## config.mk

```make
export PLATFORM = sky130hd
export DESIGN_NAME = bcd_serial_addsub_flat
export DESIGN_NICKNAME = d
export VERILOG_FILES = /design/src/rtl/bcd_serial_addsub_if.sv /design/src/rtl/bcd_serial_addsub.sv /design/src/flat_wrapper.sv
export SDC_FILE = /design/constraint.sdc
export NUM_CORES = 1
export LEC_CHECK = 0
export CAP_MARGIN = 40
export CORE_AREA = 2 2 91 93
export CTS_CLUSTER_SIZE = 14
export DETAILED_ROUTE_END_ITERATION = 10
export DIE_AREA = 0 0 93 95
export PLACE_DENSITY = 0.76
export SYNTH_ARGS = -nofsm -noshare
export SYNTH_HDL_FRONTEND = slang
export SYNTH_SLANG_ARGS = --single-unit
```

## constraint.sdc

```tcl
create_clock -name clk -period 2.4 [get_ports clk]
set_input_delay 0.36 -clock clk [delete_from_list [all_inputs] [get_ports clk]]
set_output_delay 0.36 -clock clk [all_outputs]
set_load 0.005 [all_outputs]
```

## src/rtl/bcd_serial_addsub_if.sv

```systemverilog
// Handshake bundle for the serial BCD adder/subtractor.
//   in_valid/in_ready  : operand handshake (op_sub, a, b sampled on accept)
//   out_valid/out_ready: result handshake (sum, cout, err held until taken)
// master = operand source / result consumer, slave = the arithmetic unit.
interface bcd_serial_addsub_if #(
  parameter int DIGITS = 4
);
  logic                  in_valid;
  logic                  in_ready;
  logic                  op_sub;
  logic [4*DIGITS-1:0]   a;
  logic [4*DIGITS-1:0]   b;
  logic                  out_valid;
  logic                  out_ready;
  logic [4*DIGITS-1:0]   sum;
  logic                  cout;
  logic                  err;

  modport master (
    output in_valid, op_sub, a, b, out_ready,
    input  in_ready, out_valid, sum, cout, err
  );

  modport slave (
    input  in_valid, op_sub, a, b, out_ready,
    output in_ready, out_valid, sum, cout, err
  );
endinterface

```

## src/rtl/bcd_serial_addsub.sv

```systemverilog
// N-digit packed-BCD adder/subtractor, one digit per clock, LSD first.
// Ports:
//   clk   : rising-edge clock
//   rst   : asynchronous active-high reset
//   bus   : bcd_serial_addsub_if.slave (operand in / result out handshakes)
// Subtraction is 10's complement: 9's complement of B plus an initial carry
// of 1. cout is carry-out for add and "no borrow" for subtract. Any input
// digit > 9 sets err and forces sum/cout to zero.
module bcd_serial_addsub #(
  parameter int DIGITS = 4
) (
  input logic              clk,
  input logic              rst,
  bcd_serial_addsub_if.slave bus
);
  localparam int W  = 4 * DIGITS;
  localparam int CW = (DIGITS > 1) ? $clog2(DIGITS) : 1;

  typedef enum logic [1:0] {IDLE, RUN, DONE} state_t;

  state_t          state_q, state_d;
  logic [W-1:0]    a_q, b_q, res_q, sum_q;
  logic [CW-1:0]   cnt_q;
  logic            sub_q, c_q, err_l_q, cout_q, err_q;

  logic            in_ready, out_valid, accept, last;
  logic            in_err;
  logic [3:0]      bd, dig;
  logic [4:0]      t;
  logic            c_d;
  logic [W-1:0]    res_d;

  assign accept = bus.in_valid & in_ready;
  assign last   = (cnt_q == CW'(DIGITS - 1));

  // Flag any digit > 9 on either operand at accept time.
  always_comb begin
    in_err = 1'b0;
    for (int i = 0; i < DIGITS; i++)
      in_err = in_err | (bus.a[4*i +: 4] > 4'd9) | (bus.b[4*i +: 4] > 4'd9);
  end

  // Shared digit adder; operands shift right so the current digit sits at [3:0].
  always_comb begin
    bd = sub_q ? (4'd9 - b_q[3:0]) : b_q[3:0];
    t  = {1'b0, a_q[3:0]} + {1'b0, bd} + {4'd0, c_q};
    if (t > 5'd9) begin
      dig = t[3:0] + 4'd6;  // decimal adjust, wraps mod 16
      c_d = 1'b1;
    end else begin
      dig = t[3:0];
      c_d = 1'b0;
    end
  end

  // Result digits enter from the top; after DIGITS shifts digit 0 is at [3:0].
  generate
    if (DIGITS == 1) begin : g_res1
      assign res_d = dig;
    end else begin : g_resn
      assign res_d = {dig, res_q[W-1:4]};
    end
  endgenerate

  // FSM: state register
  always_ff @(posedge clk or posedge rst) begin
    if (rst) state_q <= IDLE;
    else     state_q <= state_d;
  end

  // FSM: next state
  always_comb begin
    state_d = state_q;
    case (state_q)
      IDLE:    if (accept) state_d = RUN;
      RUN:     if (last) state_d = DONE;
      DONE:    if (bus.out_ready) state_d = IDLE;
      default: state_d = IDLE;
    endcase
  end

  // FSM: outputs
  always_comb begin
    in_ready  = (state_q == IDLE);
    out_valid = (state_q == DONE);
  end

  // Datapath
  always_ff @(posedge clk or posedge rst) begin
    if (rst) begin
      a_q     <= '0;
      b_q     <= '0;
      res_q   <= '0;
      sum_q   <= '0;
      cnt_q   <= '0;
      sub_q   <= 1'b0;
      c_q     <= 1'b0;
      err_l_q <= 1'b0;
      cout_q  <= 1'b0;
      err_q   <= 1'b0;
    end else begin
      case (state_q)
        IDLE: if (accept) begin
          a_q     <= bus.a;
          b_q     <= bus.b;
          sub_q   <= bus.op_sub;
          c_q     <= bus.op_sub;
          cnt_q   <= '0;
          err_l_q <= in_err;
        end
        RUN: begin
          a_q   <= a_q >> 4;
          b_q   <= b_q >> 4;
          c_q   <= c_d;
          cnt_q <= cnt_q + CW'(1);
          res_q <= res_d;
          // Outputs only change on the transition into DONE.
          if (last) begin
            sum_q  <= err_l_q ? '0 : res_d;
            cout_q <= c_d & ~err_l_q;
            err_q  <= err_l_q;
          end
        end
        default: ;
      endcase
    end
  end

  assign bus.in_ready  = in_ready;
  assign bus.out_valid = out_valid;
  assign bus.sum       = sum_q;
  assign bus.cout      = cout_q;
  assign bus.err       = err_q;
endmodule

```

## src/flat_wrapper.sv

```systemverilog
// flat-port wrapper written by rule: the top's interface ports become plain ports
module bcd_serial_addsub_flat 
#(
  parameter int DIGITS = 4
)
  (clk, rst, bus_in_valid, bus_op_sub, bus_a, bus_b, bus_out_ready, bus_in_ready, bus_out_valid, bus_sum, bus_cout, bus_err);
  bcd_serial_addsub_if #(.DIGITS(DIGITS)) bus_i ();
  input logic clk;
  input logic rst;
  input wire logic [$bits(bus_i.in_valid)-1:0] bus_in_valid;
  input wire logic [$bits(bus_i.op_sub)-1:0] bus_op_sub;
  input wire logic [$bits(bus_i.a)-1:0] bus_a;
  input wire logic [$bits(bus_i.b)-1:0] bus_b;
  input wire logic [$bits(bus_i.out_ready)-1:0] bus_out_ready;
  output wire logic [$bits(bus_i.in_ready)-1:0] bus_in_ready;
  output wire logic [$bits(bus_i.out_valid)-1:0] bus_out_valid;
  output wire logic [$bits(bus_i.sum)-1:0] bus_sum;
  output wire logic [$bits(bus_i.cout)-1:0] bus_cout;
  output wire logic [$bits(bus_i.err)-1:0] bus_err;
  assign bus_i.in_valid = bus_in_valid;
  assign bus_i.op_sub = bus_op_sub;
  assign bus_i.a = bus_a;
  assign bus_i.b = bus_b;
  assign bus_i.out_ready = bus_out_ready;
  assign bus_in_ready = bus_i.in_ready;
  assign bus_out_valid = bus_i.out_valid;
  assign bus_sum = bus_i.sum;
  assign bus_cout = bus_i.cout;
  assign bus_err = bus_i.err;
  bcd_serial_addsub #(.DIGITS(DIGITS)) u_core (.clk(clk), .rst(rst), .bus(bus_i));
endmodule
```

==> metrics <==
setup ws final -133 ps; Layout Skew 6.94 ps; Max Freq 395 MHz; Vias 2759; most common cell after layout, fill and taps aside nand2_1; H-tree depth 3; Crit path arrival time 2800 ps; std cell rows 33; root buf cell clkbuf_8; share of layout cells above drive strength 1 11.6%; FF+latch count, synth 69; die span in x 93 um; DP HPWL 5010 um; Initial Utilization 41.2%; latest clock arrival within the worst-skew pair 340 ps; post-synthesis cell type count 36; final setup vio count 7; CTS buffer count 9; router iterations before antenna repair 5; post-place instance area 4030 um^2; syn_nets 418; Hold Fails Final Rpt 0; CP endpoint kind register; vias in the first global route 2642; antenna violations before repair 0; area of the mapped netlist 3270 um^2; Die H 95 um; Worst Max-Slew Pin Slew 583 ps; combinational power share 60.2%; power share of the sequential group 28.6%; Antenna Cells 0; max-slew violation count 0; crit path launch type register; first-pass GRT wire length 11900 um; WS Path Type register to register; antenna-violating nets left 0; Mapped Cells 372; post-route design area 4250 um^2; clock share of power 11.2%; Remaining DRCs 0; clock buffer depth 2; placer's final routability congestion estimate 0.863; Final min period 2530 ps; most frequent cells in the layout 117 x nand2_1, 69 x dfrtp_1, 56 x clkdlybuf4s50_1, 39 x o21ai_0, 27 x nor2_1; Sw Ratio 41.4%; Critical Path Max Stage Delay 430 ps; port buffer count 56; CTS tree yes; # fillers 751; worst vdd ir 0.794 mV; CP max-delay cell fa_2; die area 8840 um^2; Yosys warning count 0; critical-path cell list xnor2_2 -> fa_2 -> inv_2 -> fa_2 -> inv_2 -> ha_1 -> nand2b_1 -> a22o_4 -> or4_1 -> nand3_1; RSZ-0062 raised after global routing yes; Placeable Area 7930 um^2; Post-Syn Area per Cell 8.79 um^2; GRT Util Overall 17.1%; pin count of the biggest net entering global routing 55; Int Pwr 4.27 mW; maxcap violations 0; GR Overflow Total 0; P_leak 1.89 nW; final WL 6970 um; worst hold path class primary input to asynchronous set/reset pin; CTS clk-pin slew, worst paths 70 ps; CTS Hold Bufs 0; Ports 57; failing checks negative setup slack; routed vias/inst 5.08; Net Sw Power 3.01 mW; Layout area overhead 30.1%; Crit Path Max Fanout 6; Power per Cell Area 1710 nW/um^2; clock sinks 69; status complete, but fails checks; Seq/Total Area, Yosys 52.8%; wire per inst 12.8 um; CP required 2670 ps; Period Utilization, post-route 106%; First DRT Iteration DRCs 121; Slew HR 61.1%; final net count 481; Total Power 7.28 mW
-- final cells by class --
type	count	area, um^2	area share (%)
Tap cell	105	131	3.09
Clock inverter	2	10.0	0.235
Inverter	8	30.0	0.706
Timing Repair Buffer	75	716	16.8
Clock buffer	12	155	3.65
Sequential cell	69	1730	40.6
Multi-Input combinational cell	272	1490	34.9
-- power groups by stage --
| stage | sequential [mW] | clock [mW] | combinational [mW] |
|---|---|---|---|
| after floorplan | 2.00 | 0 | 2.79 |
| final | 2.08 | 0.818 | 4.38 |
| after detailed placement | 2.10 | 0 | 3.96 |
| after global placement | 2.07 | 0 | 3.77 |
| after global routing | 2.15 | 0.891 | 4.85 |
| after CTS | 2.08 | 0.836 | 4.29 |
-- timing repair --
action / 4_1_cts / 5_1_grt
resized for setup: 4 / 2
pin swaps: 2 / 0
buffers inserted: 3 / 0
setup endpoints to repair: 8 / 8
-- flip-flops by register name, summed over array words and instances, names as in the netlist --
name	flops
u_core.state_q	2
u_core.b_q	16
u_core.a_q	16
u_core.bus.sum	16
u_core.cnt_q	2
u_core.c_q	1
u_core.bus.err	1
u_core.err_l_q	1
u_core.bus.cout	1
u_core.res_q	12
u_core.sub_q	1
-- synthesized netlist by cell type, drive strengths merged --
library cell  count  area [um^2]
a31oi            21          131
fa                2         40.0
nand3             2         10.0
a21oi             8         43.8
o21ai            41          209
xnor2             4         42.6
dfrtp            69         1730
a221oi            2         17.5
clkbuf           17         63.8
nor4b             1         15.0
and3              1         6.26
buf               6         30.0
o2111ai           1         8.76
o21a              1         7.51
a21o              1         7.51
nand2b           15         93.8
nor2             27          101
nor4              2         12.5
or4               1         7.51
mux2i             3         30.0
o31ai             3         22.5
o221a             1         11.3
mux2              1         11.3
ha                7         87.6
nor3              4         20.0
nand2           117          439
nand4             2         12.5
inv               8         30.0
a31o              1         8.76
nor2b             1         6.26
a22o              1         8.76
and2              1         6.26
-- metal layers --
layer	track usage, %	wire length (um)
met5	0	0
met1	21.0	3070
met4	3.92	63
met2	29.8	3410
met3	5.35	418
-- worst paths after layout --
check | cells after the start | endpoint | slack (ps) | start
worst max-delay path | 10 | u_core.res_q[13]$_DFFE_PP0P_ | -130 | u_core.b_q[0]$_DFFE_PP0P_
worst min-delay path | 2 | u_core.bus.sum[13]$_DFFE_PP0P_ | 410 | rst
worst max register to register | 10 | u_core.res_q[13]$_DFFE_PP0P_ | -130 | u_core.b_q[0]$_DFFE_PP0P_
worst min register to register | 2 | u_core.bus.sum[7]$_DFFE_PP0P_ | 480 | u_core.bus.sum[7]$_DFFE_PP0P_
max in group asynchronous | 3 | u_core.b_q[3]$_DFFE_PP0P_ | 1330 | rst
min in group clk | 2 | u_core.bus.sum[7]$_DFFE_PP0P_ | 480 | u_core.bus.sum[7]$_DFFE_PP0P_
-- stage by stage --
step / utilization, % / hold slack [ps] / worst slack, ps / std cells / setup TNS (ps)
floorplan: - / 447 / -94.2 / 372 / -187
global placement: 50.8 / 460 / -56.6 / 526 / -74.9
detailed placement: 50.8 / 463 / -188 / 526 / -734
CTS: 53.6 / 429 / -124 / 543 / -350
global route: 53.7 / 467 / -226 / 543 / -1190
finish: 53.7 / 405 / -133 / 543 / -338
-- worst max-delay path: cells and delay by family (launching register included) --
family / cells / cell delay, ps
simple gates: 3 / 580
fa+ha+maj: 3 / 920
compound gates: 1 / 250
xor+xnor: 1 / 150
flops: 1 / 410
buf+inv: 2 / 160
-- logic make-up after synthesis --
kind of cell / count (synthesis) / synth area share [%]
and+or+nand+nor: 174 / 22.4
DFF: 69 / 52.8
xor gates and xnor gates: 4 / 1.30
buffers and inverters: 31 / 3.79
adders and majority gates: 9 / 3.90
AOI/OAI and AO/OA: 81 / 14.6
muxes: 4 / 1.26
Power figures use the tool's default switching activity.
==> RTL change: new RTL, config.mk and constraints unchanged <==
`DIGITS` is set to 4 in 3 places; all go to 2.
--- a/src/rtl/bcd_serial_addsub_if.sv
+++ b/src/rtl/bcd_serial_addsub_if.sv
@@ -3,7 +3,7 @@
 //   out_valid/out_ready: result handshake (sum, cout, err held until taken)
 // master = operand source / result consumer, slave = the arithmetic unit.
 interface bcd_serial_addsub_if #(
-  parameter int DIGITS = 4
+  parameter int DIGITS = 2
 );
   logic                  in_valid;
   logic                  in_ready;
--- a/src/rtl/bcd_serial_addsub.sv
+++ b/src/rtl/bcd_serial_addsub.sv
@@ -7,7 +7,7 @@
 // of 1. cout is carry-out for add and "no borrow" for subtract. Any input
 // digit > 9 sets err and forces sum/cout to zero.
 module bcd_serial_addsub #(
-  parameter int DIGITS = 4
+  parameter int DIGITS = 2
 ) (
   input logic              clk,
   input logic              rst,
--- a/src/flat_wrapper.sv
+++ b/src/flat_wrapper.sv
@@ -1,7 +1,7 @@
 // flat-port wrapper written by rule: the top's interface ports become plain ports
 module bcd_serial_addsub_flat 
 #(
-  parameter int DIGITS = 4
+  parameter int DIGITS = 2
 )
   (clk, rst, bus_in_valid, bus_op_sub, bus_a, bus_b, bus_out_ready, bus_in_ready, bus_out_valid, bus_sum, bus_cout, bus_err);
   bcd_serial_addsub_if #(.DIGITS(DIGITS)) bus_i ();
Interface: changed (resized bus_a, bus_b and bus_sum); port bits go from 57 to 33. No check against the original RTL was run, so the function may have changed too.
==> RTL change against the original RTL <==
- the flow still finishes with violations (negative setup slack)
- routed wire length down 42%
- final cell count decreased by 36%
- synthesized area decreased by 44%
- sequential cell count is 33 lower
- worst setup slack improved by 54 ps
- cell area fell by 41%
- critical path depth decreased by 1
- die area stayed put
- clock skew decreased by 3.9 ps
- hold slack improved by 54 ps
- synthesized cell count is 45% lower
- critical path type unchanged
Power is not shown: default switching activity piles up to over one toggle a cycle in this logic, so the estimate is an artifact.
==> RTL change: results <==
group,metric,value,unit
final_layout,drive_gt1_share,15.1,%
sta,worst_pin_slew,616,ps
critical_path,critPathArrivalTime,2660,ps
global_route,grt_use_met3,2.95,%
sta,tns,-151,ps
sta,setup_slack,-78.2,ps
logic_synthesis,netlist_instances,204,
place,place_inst,341,
detailed_routing,drt_pass1_iterations,4,
sta,setup_violations,3,
logic_synthesis,synth_area_leaders,"dfrtp_1, nand2_1, o21ai_0, ha_1, a31oi_1",
critical_path,cp_max_fo,5,
global_route,grt_pass1_wl,6.87,mm
logic_synthesis,synth_cell_types,35,
critical_path,rr_worst_depth,9,
final_layout,fillers,845,
run_status,failed_checks,"negative setup slack",
detailed_routing,drt-initial-drc-count,63,
cts,htreeDepth,2,
sta,finClkSkew,3.01,ps
run_status,status,"finished, violations left",
sta,holdWs,459,ps
critical_path,crit_type,"reg2reg",
detailed_routing,wl_met1,1.81,mm
global_route,use_met1,12.1,%
global_route,grt_use_met2,16.6,%
logic_synthesis,syn_nets,232,
min_path,hold_class,"in2async",
place,dp_slack,-69.4,ps
detailed_routing,wl_met2,1.79,mm
final_layout,utilization,31.5,%
cts,clock_latency,300,ps
cts,numCtsBuffers,5,
global_route,grt_pass1_vias,1512,
place,io_buffers,32,
global_route,grt_max_degree,37,
critical_path,slowest_delay,550,ps
critical_path,r2r_end,"u_core.bus.sum[6]$_DFFE_PP0P_",
global_route,grt_use_total,10.1,%
critical_path,setup.worst_path.start,"u_core.sub_q$_DFFE_PP0P_",
final_layout,fin_nets,272,
detailed_routing,viasPerCell,4.43,
logic_synthesis,yosysSeqAreaShare,49.4,%
place,placed_cell_area,2320,um^2
logic_synthesis,ys.flop_type,"dfrtp_1",
detailed_routing,routed_wirelength,4.01,mm
place,dp_hpwl,2.91,mm
place,gp_congestion,0.807,
detailed_routing,vias,1550,
logic_synthesis,synthTopCellsByCount,"nand2_1, dfrtp_1, o21ai_0, nor2_1",
detailed_routing,route.met3.wl,295,um
## RTL change: repair_timing
| action | CTS | global route |
|---|---|---|
| setup buffers | 1 | 0 |
| resized for setup | 6 | 10 |
| pin swaps | 1 | 7 |
| setup endpoints to repair | 4 | 8 |
## RTL change: worst max-delay path, delay by kind of cell, from the launching register on
kind / cells / cell delay [ps]
buffers and inverters: 2 / 100
adder cells (fa/ha/maj): 3 / 940
multiplexers: 1 / 290
AO/OA/AOI/OAI: 2 / 430
XOR/XNOR: 1 / 190
flip-flops: 1 / 420
## RTL change: cell type report
cell class	count	share of cell area, %
clock buffer	8	3.61
tap	105	5.27
timing repair buffer	44	16.5
multi-input combinational	149	37.3
inverter	8	1.20
sequential	36	36.1
## RTL change: cell families after synthesis
logic type               after synthesis  share of synthesized area (%)
AO/OA/AOI/OAI                         49                           16.6
XOR/XNOR                               4                           2.33
adder cells (fa/ha/maj)                7                           5.62
buffers and inverters                 19                           4.05
flip-flops                            36                           49.4
multiplexers                           3                           1.99
AND/OR/NAND/NOR                       86                           20.0
